==> config.mk <==
export PLATFORM = sky130hd
export DESIGN_NAME = crc_code_decoder_flat
export DESIGN_NICKNAME = d
export VERILOG_FILES = /design/src/rtl/crc_code_pkg.sv /design/src/rtl/crc_code_decoder_if.sv /design/src/rtl/crc_lfsr_serial.sv /design/src/rtl/crc_code_decoder.sv /design/src/flat_wrapper.sv
export SDC_FILE = /design/constraint.sdc
export NUM_CORES = 1
export LEC_CHECK = 0
export CORE_ASPECT_RATIO = 1.25
export CORE_MARGIN = 4
export CORE_UTILIZATION = 52
export DETAILED_ROUTE_END_ITERATION = 12
export MAX_ROUTING_LAYER = met4
export PLACE_DENSITY = 0.87
export SKIP_CTS_REPAIR_TIMING = 1
export SLEW_MARGIN = 20
export SYNTH_ARGS = -nofsm -noshare
export SYNTH_HDL_FRONTEND = slang
export SYNTH_HIERARCHICAL = 1
export SYNTH_SLANG_ARGS = --single-unit
==> constraint.sdc <==
create_clock -name clk -period 3.35 [get_ports clk]
set_clock_uncertainty 0.2 [all_clocks]
set_input_delay 0.335 -clock clk [delete_from_list [all_inputs] [get_ports clk]]
set_output_delay 0.335 -clock clk [all_outputs]
set_load 0.005 [all_outputs]
==> src/rtl/crc_code_pkg.sv <==
// Shared CRC constants and FSM state type used by both ends of the
// CRC-protected memory path (encoder and decoder).
package crc_code_pkg;

  localparam int unsigned DefDataWidth = 32;
  localparam int unsigned DefCrcWidth  = 8;
  localparam logic [7:0]  DefPoly      = 8'h07;
  localparam logic [7:0]  DefInit      = 8'h00;

  typedef enum logic [1:0] {
    StIdle,
    StShift,
    StDone
  } state_e;

endpackage

==> src/rtl/crc_code_decoder_if.sv <==
// Read-path bundle between the memory read port and the CRC checker.
interface crc_code_decoder_if import crc_code_pkg::*; #(
    parameter int unsigned DATA_WIDTH = DefDataWidth,
    parameter int unsigned CRC_WIDTH  = DefCrcWidth
);
    logic                            start;
    logic [DATA_WIDTH+CRC_WIDTH-1:0] codeword_in;
    logic [DATA_WIDTH-1:0]           data_out;
    logic                            crc_error;
    logic                            data_valid;
    logic                            busy;

    modport master (
        output start, codeword_in,
        input  data_out, crc_error, data_valid, busy
    );

    modport slave (
        input  start, codeword_in,
        output data_out, crc_error, data_valid, busy
    );
endinterface

==> src/rtl/crc_lfsr_serial.sv <==
// One-bit-per-cycle CRC LFSR step, shared by the CRC encoder and decoder.
module crc_lfsr_serial import crc_code_pkg::*; #(
    parameter int unsigned          CRC_WIDTH = DefCrcWidth,
    parameter logic [CRC_WIDTH-1:0] POLY      = DefPoly,
    parameter logic [CRC_WIDTH-1:0] INIT      = DefInit
) (
    input  logic                 clk_i,
    input  logic                 rst_i,
    input  logic                 bit_i,
    input  logic                 shift_en_i,
    input  logic                 load_en_i,
    input  logic [CRC_WIDTH-1:0] init_i,
    output logic [CRC_WIDTH-1:0] lfsr_o,
    output logic [CRC_WIDTH-1:0] lfsr_next_o
);
    logic [CRC_WIDTH-1:0] lfsr_q;
    logic [CRC_WIDTH-1:0] lfsr_d;
    logic                 fb;

    always_comb begin
        fb     = lfsr_q[CRC_WIDTH-1] ^ bit_i;
        lfsr_d = {lfsr_q[CRC_WIDTH-2:0], 1'b0} ^ (fb ? POLY : '0);
    end

    always_ff @(posedge clk_i or posedge rst_i) begin
        if (rst_i) begin
            lfsr_q <= INIT;
        end else if (load_en_i) begin
            lfsr_q <= init_i;
        end else if (shift_en_i) begin
            lfsr_q <= lfsr_d;
        end
    end

    assign lfsr_o      = lfsr_q;
    assign lfsr_next_o = lfsr_d;
endmodule

==> src/rtl/crc_code_decoder.sv <==
// Self-sequenced bit-serial CRC checker: one start pulse runs the whole codeword
// through the LFSR and reports the data with a pass/fail flag.
module crc_code_decoder import crc_code_pkg::*; #(
    parameter int unsigned          DATA_WIDTH = DefDataWidth,
    parameter int unsigned          CRC_WIDTH  = DefCrcWidth,
    parameter logic [CRC_WIDTH-1:0] POLY       = DefPoly,
    parameter logic [CRC_WIDTH-1:0] INIT       = DefInit
) (
    input  logic               clk,
    input  logic               rst,
    crc_code_decoder_if.slave  bus
);
    localparam int unsigned N    = DATA_WIDTH + CRC_WIDTH;
    localparam int unsigned CntW = $clog2(N + 1);

    state_e                state_q;
    logic [CntW-1:0]       cnt_q;
    logic [N-1:0]          sreg_q;
    logic [DATA_WIDTH-1:0] data_q;
    logic                  err_q;
    logic                  valid_q;
    logic                  busy_q;

    logic                  load_en;
    logic                  shift_en;
    logic [N-1:0]          sreg_rot;
    logic [CRC_WIDTH-1:0]  lfsr_q;
    logic [CRC_WIDTH-1:0]  lfsr_d;

    assign load_en  = (state_q == StIdle) && bus.start;
    assign shift_en = (state_q == StShift);
    // Rotating instead of shifting returns the codeword to its original
    // alignment after N steps, so the data needs no separate holding copy.
    assign sreg_rot = {sreg_q[N-2:0], sreg_q[N-1]};

    crc_lfsr_serial #(
        .CRC_WIDTH (CRC_WIDTH),
        .POLY      (POLY),
        .INIT      (INIT)
    ) u_lfsr (
        .clk_i       (clk),
        .rst_i       (rst),
        .bit_i       (sreg_q[N-1]),
        .shift_en_i  (shift_en),
        .load_en_i   (load_en),
        .init_i      (INIT),
        .lfsr_o      (lfsr_q),
        .lfsr_next_o (lfsr_d)
    );

    always_ff @(posedge clk or posedge rst) begin
        if (rst) begin
            state_q <= StIdle;
            cnt_q   <= '0;
            sreg_q  <= '0;
            data_q  <= '0;
            err_q   <= 1'b0;
            valid_q <= 1'b0;
            busy_q  <= 1'b0;
        end else begin
            unique case (state_q)
                StIdle: begin
                    if (bus.start) begin
                        sreg_q  <= bus.codeword_in;
                        cnt_q   <= '0;
                        busy_q  <= 1'b1;
                        state_q <= StShift;
                    end
                end
                StShift: begin
                    sreg_q <= sreg_rot;
                    cnt_q  <= cnt_q + CntW'(1);
                    if (cnt_q == CntW'(N - 1)) begin
                        data_q  <= sreg_rot[N-1 -: DATA_WIDTH];
                        err_q   <= |lfsr_d;
                        valid_q <= 1'b1;
                        state_q <= StDone;
                    end
                end
                StDone: begin
                    valid_q <= 1'b0;
                    busy_q  <= 1'b0;
                    state_q <= StIdle;
                end
                default: state_q <= StIdle;
            endcase
        end
    end

    // While the result is presented the LFSR still holds the final syndrome.
    assert property (@(posedge clk) disable iff (rst)
                     valid_q |-> (err_q == (lfsr_q != '0)));

    assign bus.data_out   = data_q;
    assign bus.crc_error  = err_q;
    assign bus.data_valid = valid_q;
    assign bus.busy       = busy_q;
endmodule

==> src/flat_wrapper.sv <==
// flat-port wrapper written by rule: the top's interface ports become plain ports
module crc_code_decoder_flat import crc_code_pkg::*;
#(
    parameter int unsigned          DATA_WIDTH = DefDataWidth,
    parameter int unsigned          CRC_WIDTH  = DefCrcWidth,
    parameter logic [CRC_WIDTH-1:0] POLY       = DefPoly,
    parameter logic [CRC_WIDTH-1:0] INIT       = DefInit
)
  (clk, rst, bus_start, bus_codeword_in, bus_data_out, bus_crc_error, bus_data_valid, bus_busy);
  crc_code_decoder_if #(.DATA_WIDTH(DATA_WIDTH), .CRC_WIDTH(CRC_WIDTH)) bus_i ();
  input  logic clk;
  input  logic rst;
  input wire logic [$bits(bus_i.start)-1:0] bus_start;
  input wire logic [$bits(bus_i.codeword_in)-1:0] bus_codeword_in;
  output wire logic [$bits(bus_i.data_out)-1:0] bus_data_out;
  output wire logic [$bits(bus_i.crc_error)-1:0] bus_crc_error;
  output wire logic [$bits(bus_i.data_valid)-1:0] bus_data_valid;
  output wire logic [$bits(bus_i.busy)-1:0] bus_busy;
  assign bus_i.start = bus_start;
  assign bus_i.codeword_in = bus_codeword_in;
  assign bus_data_out = bus_i.data_out;
  assign bus_crc_error = bus_i.crc_error;
  assign bus_data_valid = bus_i.data_valid;
  assign bus_busy = bus_i.busy;
  crc_code_decoder #(.DATA_WIDTH(DATA_WIDTH), .CRC_WIDTH(CRC_WIDTH), .POLY(POLY), .INIT(INIT)) u_core (.clk(clk), .rst(rst), .bus(bus_i));
endmodule
; After elaboration in Yosys (flattened, before gate mapping)
; Cells that the tools add are included.
[word_totals]
output_inout_bits = 35
wordCells = 42
input_bits = 43
regBits = 91
[classes]
n_addsub = 1
n_reduce_logical = 12
muxes = 14
n_eq_ne = 5
bitwise_logic = 2
[ops]
columns = cell, count
row1 = $pmux W40 S2, 1
row2 = $mux W40, 1
row3 = $mux W8, 2
row4 = $pmux W6 S2, 1
row5 = $reduce_and A2 Y1, 5
row6 = $reduce_bool A2 Y1, 4
row7 = $reduce_or A8 Y1, 1
row8 = $xor A8 B3 Y8, 1
row9 = $add A6 B1 Y6 const B, 1
row10 = $eq A6 B6 Y1 const B, 1
row11 = $mux W6, 1
row12 = $mux W2, 2
row13 = $ne A2 B2 Y1 const B, 2
row14 = $pmux W1 S2, 2
row15 = $pmux W2 S2, 1
row16 = $mux W3, 1
row17 = $eq A2 B1 Y1 const B, 1
row18 = $eq A2 B2 Y1 const B, 1
row19 = $logic_not A2 Y1, 1
row20 = $mux W1, 2
row21 = $logic_and A1 B1 Y1, 1
row22 = $xor A1 B1 Y1, 1

; Depth between registers and ports, before layout
[depth]
depth_word = 5
depth_mapped = 8
ltp_nobuf = 4

; By module
; Netlist, hierarchy kept.
[by_module_without_submodules]
columns = module, area_per_inst_um2, cells_each, instances, seq_area_each_um2
row1 = crc_code_decoder, 3617.2, 330, 1, 2077.0
row2 = crc_lfsr_serial, 480.5, 42, 1, 200.2

; Least setup slack after synthesis
; OpenSTA, ideal clock, no wires.
[synth_path]
path_type = flip-flop to flip-flop
from = register u_core.cnt_q[4]
to = register u_core.err_q, in the netlist u_core/bus.crc_error
setup_ns = 0.125
synth_period_minus_slack_ns = 1.997
stages_incl_launch_ff = 5
n_path_buf = 1
arrival_time_ns = 1.673
setup_slack_ns = 1.353
t_required_ns = 3.025
path_cell_list = dfrtp_1 > or3b_4 > nor3_4 > buf_6 > mux2_2
[synth_via]
elab_chain_len = 2
[synth_lines]
columns = item, line_no
row1 = "start, declared", crc_code_decoder.sv:17  ; logic [CntW-1:0] cnt_q;
row2 = "start signal, assigned", crc_code_decoder.sv:72  ; cnt_q <= cnt_q + CntW'(1);
row3 = $eq A6 B6 Y1, crc_code_decoder.sv:73  ; if (cnt_q == CntW'(N - 1)) begin
row4 = $reduce_and A2 Y1 (no source line), -
row5 = "end signal, assigned", crc_code_decoder.sv:75  ; err_q <= |lfsr_d;
row6 = "end, declared", crc_code_decoder.sv:20  ; logic err_q;
; Every way passes these cells.
; A chain may end at the register's enable or synchronous reset.

; Worst setup path in the final report
[layout_path]
from = register u_core.cnt_q[4]
to = register u_core.data_q[26], in the netlist u_core/bus.data_out[26]
[layout_via]
elab_chain_len = 2
[layout_lines]
columns = item, line_no
row1 = $eq A6 B6 Y1, crc_code_decoder.sv:73
row2 = $reduce_and A2 Y1 (no source line), -
row3 = "end signal, assigned", crc_code_decoder.sv:74  ; data_q <= sreg_rot[N-1 -: DATA_WIDTH];
row4 = "end, declared", crc_code_decoder.sv:19  ; logic [DATA_WIDTH-1:0] data_q;
; Every way passes these cells.

==> flow_metrics.py <==
metrics = {
    "run_status": {
        "status": "finished clean",
    },
    "synth": {
        "syn_area_sq_um": 4060,
        "syn_avg_cell_area_sq_um": 11.06,
        "yosys_warnings": 6,
        "syn-instance-count": 367,
    },
    "placement": {
        "place_ws_ns": 0.9552,
        "numPlacedInstances": 525,
        "postPlaceCellArea_sq_um": 4930,
        "place_congestion": 0.8221,
        "port_buffers": 77,
        "dp_hpwl_um": 6057,
    },
    "hold_path": {
        "hp-class": "in -> async",
    },
    "clock_network": {
        "cts-root-buf": "clkbuf_8",
        "clkSinkCount": 91,
        "cts_tree": "built",
        "htreeDepth": 3,
        "clock_path_buffers": 2,
        "clkSlewWorstSetupHoldPaths_ns": 0.08,
        "insertion_delay_ns": 0.35,
        "numCtsBuffers": 9,
    },
    "power_and_ir_drop": {
        "p_int_w": 0.001824,
        "ir_worst_vdd_uv": 357.0,
        "p_comb_share_pct": 17.8,
        "p_sw_share_pct": 27.47,
        "p_switching_w": 0.0006906,
        "powerDensity_nw_per_um2": 490.7,
        "power.leakage_nw": 2.166,
        "clkPwrFrac_pct": 29.1,
        "seq_power_share_pct": 53.1,
    },
    "worst_setup_path": {
        "cp-start-kind": "flop",
        "arrival_ns": 2.42,
        "timing.rr.end": "u_core/bus.data_out[26]",
        "rr_startpoint": "u_core/cnt_q[4]",
        "critical_path.max_fanout": 12,
        "r2r_cells": 4,
        "cp.required_ns": 3.37,
        "crit_type": "reg -> reg",
        "r2r_slack_ns": 0.95,
        "end_kind": "flop",
    },
    "cells_and_area": {
        "final_cell_mix": "dfrtp_1, clkdlybuf4s50_1, o21ai_0",
        "nets": 488,
        "stdcell_area_sq_um": 5124,
        "layout_commonest_cell": "dfrtp_1",
        "stdcell_count": 541,
        "area_growth_pct": 26.19,
        "num_antenna_cells": 0,
        "drive_gt1_share_pct": 14.92,
    },
    "sta": {
        "worst_slack_ns": 0.9529,
        "finalSetupViolations": 0,
        "tns_ns": 0,
        "hold_viol": 0,
        "rsz0062_at_grt": "no",
        "maxSlewViolCount": 0,
        "maxSlewHeadroom_pct": 54.88,
        "period_needed_ns": 2.397,
        "period_share_pct": 71.56,
        "worstMarginPinSlew_ns": 0.6743,
        "fmax_mhz": 417.2,
    },
    "route": {
        "ant_nets": 0,
        "drt-pass1-iter-count": 5,
        "routedWlPerCell_um": 16.42,
        "num_vias": 3070,
        "drtIter0Drc": 198,
        "wl_um": 8885,
        "routed_via_density": 5.675,
        "drc": 0,
    },
    "global_route": {
        "grt_pass1_vias": 3068,
        "grt_max_degree": 47,
        "grt_usage_pct": 20.47,
        "grt_pass1_wl_um": 14760,
        "antenna_found_initial": 0,
        "grt.overflow.total": 0,
    },
    "floorplan": {
        "core_area_sq_um": 7488,
        "pin_count": 78,
        "die-area_sq_um": 9295,
        "chipWidth_um": 87.04,
        "die_h_um": 106.8,
        "rows": 35,
        "initial_utilization_pct": 54.22,
    },
    "job": {
        "cap_violations": 0,
    },
}
[state kept, by name, summed over array words and instances, names as in the netlist]
signal and flops:
u_core/bus.data_out 32, u_core/bus.data_valid 1, u_core/cnt_q 6, u_core/sreg_q 40
u_core/u_lfsr/lfsr_o 8, u_core/bus.crc_error 1, u_core/bus.busy 1, u_core/state_q 2
[worst max-delay path, cell delays in order, from the launching register on]
cell	delay (ns)
dfrtp_1	0.42
or3b_4	0.43
nor3_4	0.54
buf_4	0.33
mux2_2	0.36
[metrics by stage]
step	hold WS, ns	total power (W)	util (%)
2_1_floorplan	-0.04934	0.001654	-
3_3_place_gp	0.2479	0.001770	65.83
3_5_place_dp	0.2808	0.001800	65.83
4_1_cts	0.08488	0.002523	68.42
5_1_grt	0.1417	0.002641	68.42
6_report	0.08465	0.002514	68.42
[how the worst max path moves through the flow]
stage	start	endpoint
floorplan	rst	u_core/bus.busy
global placement	bus_start	u_core/u_lfsr/lfsr_o[2]
detailed placement	bus_start	u_core/u_lfsr/lfsr_o[1]
CTS	u_core/cnt_q[4]	u_core/bus.data_out[26]
global route	u_core/cnt_q[4]	u_core/bus.data_out[30]
finish	u_core/cnt_q[4]	u_core/bus.data_out[26]
[power by group through the flow]
| stage | Sequential [W] | Clock, W | Combinational (W) |
|---|---|---|---|
| 2_1_floorplan | 0.00132 | 0 | 0.000332 |
| 3_3_place_gp | 0.00134 | 0 | 0.000425 |
| 3_5_place_dp | 0.00135 | 0 | 0.000446 |
| 4_1_cts | 0.00133 | 0.000741 | 0.000449 |
| 5_1_grt | 0.00135 | 0.000792 | 0.000496 |
| 6_report | 0.00133 | 0.000731 | 0.000448 |
[per-layer routing]
metal  part of all wire, %  routed length [um]  track usage [%]  vias up
met5                     0                   0                -        -
met1                    41                3670            26.42     1496
met2                    52                4632            33.12       99
li1                      -                   -                -     1463
met4                   1.6                 144            7.461        0
met3                   4.9                 438            2.613       12
[cell type report]
type | count | area, sq um
clock buffers | 11 | 131.4
clock inverters | 5 | 62.56
fillers | 535 | 2365
inverters | 6 | 23.77
multi-input cells | 248 | 1648
flip-flops and latches | 91 | 2277
well taps | 92 | 115.1
repair buffers | 88 | 865.8
Note: power is estimated with default switching activity, not from simulation.
